$ cat config.mk
export PLATFORM = sky130hd
export DESIGN_NAME = img_window_reader
export DESIGN_NICKNAME = d
export VERILOG_FILES = /design/src/rtl/img_conv_pkg.sv /design/src/rtl/img_tap_bounds.sv /design/src/rtl/img_window_reader.sv
export SDC_FILE = /design/constraint.sdc
export NUM_CORES = 1
export LEC_CHECK = 0
export CELL_PAD_IN_SITES_DETAIL_PLACEMENT = 1
export CELL_PAD_IN_SITES_GLOBAL_PLACEMENT = 1
export CORE_MARGIN = 5
export CORE_UTILIZATION = 30
export DETAILED_ROUTE_END_ITERATION = 8
export PLACE_DENSITY = 0.76
export SKIP_CTS_REPAIR_TIMING = 1
export SLEW_MARGIN = 20
export SYNTH_ARGS = -nofsm -noshare
export SYNTH_HDL_FRONTEND = slang
export SYNTH_SLANG_ARGS = --single-unit
$ cat constraint.sdc
create_clock -name clk -period 5.1 [get_ports clk]
set_clock_uncertainty 0.1 [all_clocks]
set_input_delay 0.51 -clock clk [delete_from_list [all_inputs] [get_ports clk]]
set_output_delay 0.51 -clock clk [all_outputs]
set_load 0.005 [all_outputs]
$ cat src/rtl/img_conv_pkg.sv
// img_conv_pkg
// Shared definitions for the image window reader:
//   - state_t      : reader FSM states (also exported on the debug port)
//   - MAX_DIM      : largest supported image dimension (SRAM is MAX_DIM x MAX_DIM)
//   - NUM_TAPS     : taps in a 3x3 window
//   - TAP_DR/TAP_DC: row/column offset of tap k relative to the window centre
//   - shift_tap_idx: tap refetched in the n-th slot when the window slides right
package img_conv_pkg;

  localparam int MAX_DIM  = 256;
  localparam int NUM_TAPS = 9;

  typedef enum logic [1:0] {
    ST_IDLE  = 2'd0,
    ST_FETCH = 2'd1,
    ST_EMIT  = 2'd2
  } state_t;

  // Tap k sits at (dr, dc) = (k/3 - 1, k%3 - 1); k=0 is top-left, k=4 is the centre.
  localparam logic signed [1:0] TAP_DR [NUM_TAPS] = '{
    -2'sd1, -2'sd1, -2'sd1,
     2'sd0,  2'sd0,  2'sd0,
     2'sd1,  2'sd1,  2'sd1
  };
  localparam logic signed [1:0] TAP_DC [NUM_TAPS] = '{
    -2'sd1, 2'sd0, 2'sd1,
    -2'sd1, 2'sd0, 2'sd1,
    -2'sd1, 2'sd0, 2'sd1
  };

  // After a one-column slide only the right-hand column (k = 2, 5, 8) is new.
  function automatic logic [3:0] shift_tap_idx(input logic [3:0] slot);
    case (slot)
      4'd0:    return 4'd2;
      4'd1:    return 4'd5;
      default: return 4'd8;
    endcase
  endfunction

endpackage

$ cat src/rtl/img_tap_bounds.sv
// img_tap_bounds
// Combinational address generator for one window tap.
//   tap_idx    : tap index k (0..8)
//   centre_row : window centre row
//   centre_col : window centre column
//   addr_row   : SRAM row of the tap (meaningful only when in_bounds)
//   addr_col   : SRAM column of the tap (meaningful only when in_bounds)
//   in_bounds  : tap lies inside the IMG_ROWS x IMG_COLS image; when low the
//                caller must not strobe the SRAM and must load 0x00 instead.
module img_tap_bounds
  import img_conv_pkg::*;
#(
  parameter int IMG_ROWS = 256,
  parameter int IMG_COLS = 256
) (
  input  logic [3:0] tap_idx,
  input  logic [7:0] centre_row,
  input  logic [7:0] centre_col,
  output logic [7:0] addr_row,
  output logic [7:0] addr_col,
  output logic       in_bounds
);

  logic signed [1:0] dr;
  logic signed [1:0] dc;
  logic signed [8:0] row_s;
  logic signed [8:0] col_s;

  // Offsets are added in 9-bit signed arithmetic. 0-1 becomes -1 and 255+1
  // becomes 9'h100, whose sign bit is set, so both land in the "negative"
  // branch and are rejected instead of wrapping onto a real pixel.
  always_comb begin
    dr        = TAP_DR[tap_idx];
    dc        = TAP_DC[tap_idx];
    row_s     = $signed({1'b0, centre_row}) + $signed({{7{dr[1]}}, dr});
    col_s     = $signed({1'b0, centre_col}) + $signed({{7{dc[1]}}, dc});
    addr_row  = row_s[7:0];
    addr_col  = col_s[7:0];
    in_bounds = !row_s[8] && !col_s[8]
             && ($unsigned(row_s) < 9'(IMG_ROWS))
             && ($unsigned(col_s) < 9'(IMG_COLS));
  end

endmodule

$ cat src/rtl/img_window_reader.sv
// img_window_reader
// Scans an IMG_ROWS x IMG_COLS image held in a 256x256 byte SRAM and emits
// one 3x3 window per pixel, in raster order, centred on that pixel. Taps
// outside the image read as 0x00 without touching the SRAM.
//
// Ports
//   clk, rst           : clock, synchronous active-high reset
//   start              : one-cycle scan request (accepted only when idle)
//   busy, done         : scan in progress / one-cycle end-of-scan pulse
//   sram_row, sram_col : registered SRAM address
//   sram_write_en      : always 0 (read-only block)
//   sram_din           : always 0
//   sram_sense_en      : registered active-low read strobe (1 = hold)
//   sram_dout          : read data, valid at the edge after the address edge
//   win_valid/win_ready: window handshake
//   win_row, win_col   : window centre coordinates
//   win_pix            : 3x3 window, tap k at [8k+7:8k]
//   dbg_state          : current FSM state
//
// Window handshake: a window transfers on a rising edge where win_valid and
// win_ready are both 1. Once win_valid rises, win_pix/win_row/win_col hold
// until that edge; win_valid never drops without a transfer (except reset).
module img_window_reader
  import img_conv_pkg::*;
#(
  parameter int IMG_ROWS = 256,
  parameter int IMG_COLS = 256
) (
  input  logic        clk,
  input  logic        rst,
  input  logic        start,
  output logic        busy,
  output logic        done,
  output logic [7:0]  sram_row,
  output logic [7:0]  sram_col,
  output logic        sram_write_en,
  output logic [7:0]  sram_din,
  output logic        sram_sense_en,
  input  logic [7:0]  sram_dout,
  output logic        win_valid,
  input  logic        win_ready,
  output logic [7:0]  win_row,
  output logic [7:0]  win_col,
  output logic [71:0] win_pix,
  output state_t      dbg_state
);

  localparam logic [7:0] LAST_ROW = 8'(IMG_ROWS - 1);
  localparam logic [7:0] LAST_COL = 8'(IMG_COLS - 1);

  state_t     state;
  state_t     state_next;
  logic [7:0] cur_row;
  logic [7:0] cur_col;
  logic [7:0] next_row;
  logic [7:0] next_col;
  logic [3:0] slot;        // issue slots already used in this FETCH
  logic [3:0] slot_count;  // issue slots this FETCH needs (9 or 3)
  logic       full_fetch;
  logic       last_win;

  logic       issue_en;
  logic [3:0] issue_k;
  logic [7:0] issue_row;
  logic [7:0] issue_col;
  logic [7:0] addr_row;
  logic [7:0] addr_col;
  logic       in_bounds;

  // One read in flight: which tap the data returning this cycle belongs to.
  logic       cap_valid;
  logic [3:0] cap_k;
  logic       cap_inb;

  logic [7:0] taps [NUM_TAPS];

  assign sram_write_en = 1'b0;
  assign sram_din      = 8'h00;
  assign win_row       = cur_row;
  assign win_col       = cur_col;
  assign dbg_state     = state;

  assign full_fetch = (cur_col == 8'd0);
  assign slot_count = full_fetch ? 4'd9 : 4'd3;
  assign last_win   = (cur_row == LAST_ROW) && (cur_col == LAST_COL);
  assign next_col   = (cur_col == LAST_COL) ? 8'd0 : cur_col + 8'd1;
  assign next_row   = (cur_col == LAST_COL) ? cur_row + 8'd1 : cur_row;

  always_comb begin
    win_pix = '0;
    for (int k = 0; k < NUM_TAPS; k++) begin
      win_pix[8*k +: 8] = taps[k];
    end
  end

  img_tap_bounds #(
    .IMG_ROWS (IMG_ROWS),
    .IMG_COLS (IMG_COLS)
  ) u_bounds (
    .tap_idx    (issue_k),
    .centre_row (issue_row),
    .centre_col (issue_col),
    .addr_row   (addr_row),
    .addr_col   (addr_col),
    .in_bounds  (in_bounds)
  );

  // Next state and tap issue. The first tap of a window is issued on the
  // same edge that enters FETCH, so on those transitions the issue uses the
  // centre being loaded rather than the current one.
  always_comb begin
    state_next = state;
    issue_en   = 1'b0;
    issue_k    = 4'd0;
    issue_row  = cur_row;
    issue_col  = cur_col;
    case (state)
      ST_IDLE: begin
        if (start) begin
          state_next = ST_FETCH;
          issue_en   = 1'b1;
          issue_row  = 8'd0;
          issue_col  = 8'd0;
        end
      end
      ST_FETCH: begin
        if (slot < slot_count) begin
          issue_en = 1'b1;
          issue_k  = full_fetch ? slot : shift_tap_idx(slot);
        end else begin
          state_next = ST_EMIT;
        end
      end
      ST_EMIT: begin
        if (win_ready) begin
          if (last_win) begin
            state_next = ST_IDLE;
          end else begin
            state_next = ST_FETCH;
            issue_en   = 1'b1;
            issue_row  = next_row;
            issue_col  = next_col;
            issue_k    = (next_col == 8'd0) ? 4'd0 : 4'd2;
          end
        end
      end
      default: state_next = ST_IDLE;
    endcase
  end

  always_ff @(posedge clk) begin
    if (rst) begin
      state         <= ST_IDLE;
      busy          <= 1'b0;
      done          <= 1'b0;
      win_valid     <= 1'b0;
      cur_row       <= 8'd0;
      cur_col       <= 8'd0;
      slot          <= 4'd0;
      sram_row      <= 8'd0;
      sram_col      <= 8'd0;
      sram_sense_en <= 1'b1;
      cap_valid     <= 1'b0;
      cap_k         <= 4'd0;
      cap_inb       <= 1'b0;
      for (int k = 0; k < NUM_TAPS; k++) begin
        taps[k] <= 8'h00;
      end
    end else begin
      state <= state_next;
      done  <= 1'b0;

      if (cap_valid) begin
        taps[cap_k] <= cap_inb ? sram_dout : 8'h00;
      end
      cap_valid <= issue_en;
      cap_k     <= issue_k;
      cap_inb   <= in_bounds;

      // Out-of-image taps still burn their slot but leave the SRAM idle and
      // the address untouched.
      if (issue_en) begin
        sram_sense_en <= ~in_bounds;
        if (in_bounds) begin
          sram_row <= addr_row;
          sram_col <= addr_col;
        end
      end else begin
        sram_sense_en <= 1'b1;
      end

      case (state)
        ST_IDLE: begin
          if (start) begin
            busy    <= 1'b1;
            cur_row <= 8'd0;
            cur_col <= 8'd0;
            slot    <= 4'd1;
          end
        end
        ST_FETCH: begin
          if (slot < slot_count) begin
            slot <= slot + 4'd1;
          end else begin
            win_valid <= 1'b1;
          end
        end
        ST_EMIT: begin
          if (win_ready) begin
            win_valid <= 1'b0;
            if (last_win) begin
              busy <= 1'b0;
              done <= 1'b1;
            end else begin
              cur_row <= next_row;
              cur_col <= next_col;
              slot    <= 4'd1;
              // Sliding right: reuse the two left columns of the old window.
              if (next_col != 8'd0) begin
                taps[0] <= taps[1];
                taps[1] <= taps[2];
                taps[3] <= taps[4];
                taps[4] <= taps[5];
                taps[6] <= taps[7];
                taps[7] <= taps[8];
              end
            end
          end
        end
        default: ;
      endcase
    end
  end

endmodule

==> flow_metrics.tcl <==
set metrics [dict create \
    drt_drc_violations_left 0 \
    worstMarginPinSlew_ps 950 \
    maxCapViolations 0 \
    hold_viol_final 0 \
    rsz0062_at_grt "yes" \
    synthesis.area_um2 6330 \
    die_h_um 155 \
    first_global_vias 5423 \
    leakagePower_nw 3.27 \
    num_vias 5369 \
    ys_ff_latch 120 \
    powerDensity_nw_per_um2 282 \
    antenna_left 0 \
    drt_first_pass_iters 4 \
    io_buffer_count 121 \
    slew_violations 0 \
    hpwl_um 13600 \
    cp_max_fo 6 \
    postPlaceCellArea_um2 7990 \
    crit_family "simple AND/OR/NAND/NOR gates" \
    p_sw_w 0.000572 \
    cp.buffers_inverters 4 \
    pwr-share-clk_pct 49.9 \
    drt-initial-drc-count 256 \
    hold_path_class "reg2reg" \
    internal_power_w 0.00191 \
    drive_gt1_share_pct 15.2 \
    drt-total-wl_um 18800 \
    final_nets 829 \
    crit_top_cell "inv_2" \
    dieArea_um2 24100 \
    peakVddDrop_v 0.000214 \
    worstPathCellList "inv_2 -> ha_2 -> nor4b_4 -> nand2_2 -> inv_2 -> ha_4 -> a211o_1 -> a21o_1 -> or2_4 -> a21oi_2 -> o21ai_2 -> inv_2 -> ha_4 -> mux2_2 -> and2_4 -> buf_4 -> ha_2 -> or2_2 -> a21oi_4 -> a21oi_4 -> xnor2_2 -> nand4bb_1 -> or3b_1 -> a21oi_1" \
    cp-start-kind "register" \
    crit_arrival_ps 5280 \
    critPathCaptureType "register" \
    p_seq_share_pct 43.2 \
    avgSynthCellArea_um2 9.89 \
    grt_pass1_wl_um 29200 \
    synth_warnings 0 \
    initial_utilization_pct 30.3 \
    ys_async_sr_fraction_pct 0 \
    fin_crit_sh_pct 98.6 \
    grt_usage_pct 15.4 \
    ys.flop_type "edfxtp_1" \
    power_frac_comb_pct 6.9 \
    pre_cts_ws_ps -80.5 \
    wl_per_cell_um 17.5 \
    worstHoldStart "sram_row[7]" \
    antennaDiodeCount 0 \
    die_width_um 155 \
    layout_setup_ws_ps 71.0 \
    cts_buffers 17 \
    synthesis.instances 640 \
    outcome "finished clean" \
    cts_tree "built" \
    setup_violations 0 \
    core_um2 20900 \
    cp-startpoint "win_col[0]" \
    power_switching_share_pct 23.1 \
    routabilityCongestion 0.793 \
    antenna_found_initial 0 \
    ys_types 68 \
    ios 131 \
    fin_crit_ps 5030 \
    overflow 0 \
    criticalPathCategory "reg2reg" \
    synth_edf_count 72 \
    max_stage_delay_ps 430 \
    grt_max_degree 50 \
    cts.sinks 120 \
    postLayoutCellArea_um2 8780 \
    htreeDepth 4 \
    yosysSeqAreaShare_pct 49.3 \
    r2r_start "win_col[0]" \
    rows 53 \
    cp.required_ps 5350 \
    critPathSlowestCell "or3b_1" \
    area_growth_pct 38.8 \
    clock_latency_ps 420 \
    post_drt_via_cell_ratio 4.98 \
    relSlewSlack_pct 36.5 \
    cts.reportedPaths.clkPinSlew_ps 60 \
    fmax_ghz 0.199 \
    cts_root_buf "clkbuf_16" \
    clock_path_buffers 2 \
]
==> worst reg2reg max path, stage by stage, from the launching register on <==
cell       delay, ps
dfxtp_2          320
inv_2             40
ha_2             150
nor4b_4          220
nand2_2          120
inv_2            100
ha_4             200
a211o_1          290
a21o_1           180
or2_4            240
a21oi_2          120
o21ai_2          100
inv_2             90
ha_4             200
mux2_2           260
and2_4           180
buf_4            170
ha_2             320
or2_2            320
a21oi_4          180
a21oi_4           50
xnor2_2          210
nand4bb_1        250
or3b_1           430
a21oi_1          120
==> routing by layer <==
metal	wire length (um)	track usage (%)	up-vias
met2	8760	24.7	157
met3	954	3.34	39
met1	8520	20.0	2559
met5	0	0	-
li1	-	-	2614
met4	575	6.71	0
==> final cells by class <==
class,instances,area (um2)
clock inverters,14,175
multi-input cells,472,3120
repair buffers,164,1540
flip-flops and latches,120,3130
well taps,275,344
clock buffers,17,425
inverters,16,60.1
fillers,2390,12100
==> stage by stage <==
step	setup TNS, ps	util [%]	total power, W	hold slack, ps	instances
finish	0	42.1	0.00248	378	1078
global route	-1420	42.1	0.00257	386	1078
detailed placement	-1000	38.3	0.00125	374	1039
CTS	-2060	41.1	0.00249	374	1070
floorplan	0	-	0.00117	348	648
global placement	0	38.3	0.00125	351	1039
==> kinds of logic after synthesis <==
logic type      synth area share, %
compound gates                 14.8
fa+ha+maj                      5.26
xor+xnor                       2.49
buf+inv                        4.41
other cells                  0.0592
simple gates                   20.5
mux                            3.06
flops                          49.3
==> registers in the layout, indices dropped and copies added (netlist names), 2 cells and up <==
register / count
taps: 72
sram_col: 8
sram_row: 8
win_col: 8
win_row: 8
cap_k: 4
slot: 4
dbg_state: 2
==> cell usage after synthesis, types with 11 or more instances <==
| master | instances | share of area [%] |
|---|---|---|
| a21oi_1 | 24 | 1.9 |
| dfxtp_1 | 48 | 15 |
| nor2b_1 | 18 | 1.8 |
| mux2i_1 | 16 | 2.5 |
| inv_1 | 15 | 0.89 |
| o21ai_0 | 16 | 1.3 |
| ha_1 | 25 | 4.9 |
| nand3_1 | 22 | 1.7 |
| edfxtp_1 | 72 | 34 |
| nor2_1 | 74 | 4.4 |
| buf_4 | 11 | 1.3 |
| nand2_1 | 95 | 5.6 |
| o31ai_1 | 54 | 6.4 |
| clkbuf_1 | 19 | 1.1 |
==> placed cells by master, fill, tap and decap left out, drive strengths merged, types with 4 or more instances in the layout <==
master         instances
clkbuf                17
xor2                   8
nor3                  11
ha                    25
clkinv                 9
nor2b                 18
and3                   4
nand2                 95
a31oi                  9
a21oi                 24
inv                   18
buf                   44
nor4                   7
nand3                 23
conb                   9
nor2                  74
nand2b                 8
o21ai                 17
o31ai                 54
a21o                   8
clkdlybuf4s50        120
dfxtp                 48
edfxtp                72
mux2i                 16
xnor2                 10
==> final timing paths <==
kind | to | slack (ps) | cells after the start
max | sram_row[7] | 70 | 24
min | sram_row[7] | 380 | 2
max reg2reg | sram_row[7] | 70 | 24
min reg2reg | sram_row[7] | 380 | 2
==> power by group through the flow <==
stage / logic, W / registers, W / clock network, W
5_1_grt: 0.000185 / 0.00107 / 0.00131
3_5_place_dp: 0.000165 / 0.00109 / 0
4_1_cts: 0.000166 / 0.00107 / 0.00126
3_3_place_gp: 0.000161 / 0.00109 / 0
2_1_floorplan: 0.0000817 / 0.00109 / 0
6_report: 0.000171 / 0.00107 / 0.00124
No activity file was read; power rests on OpenSTA's default activity.
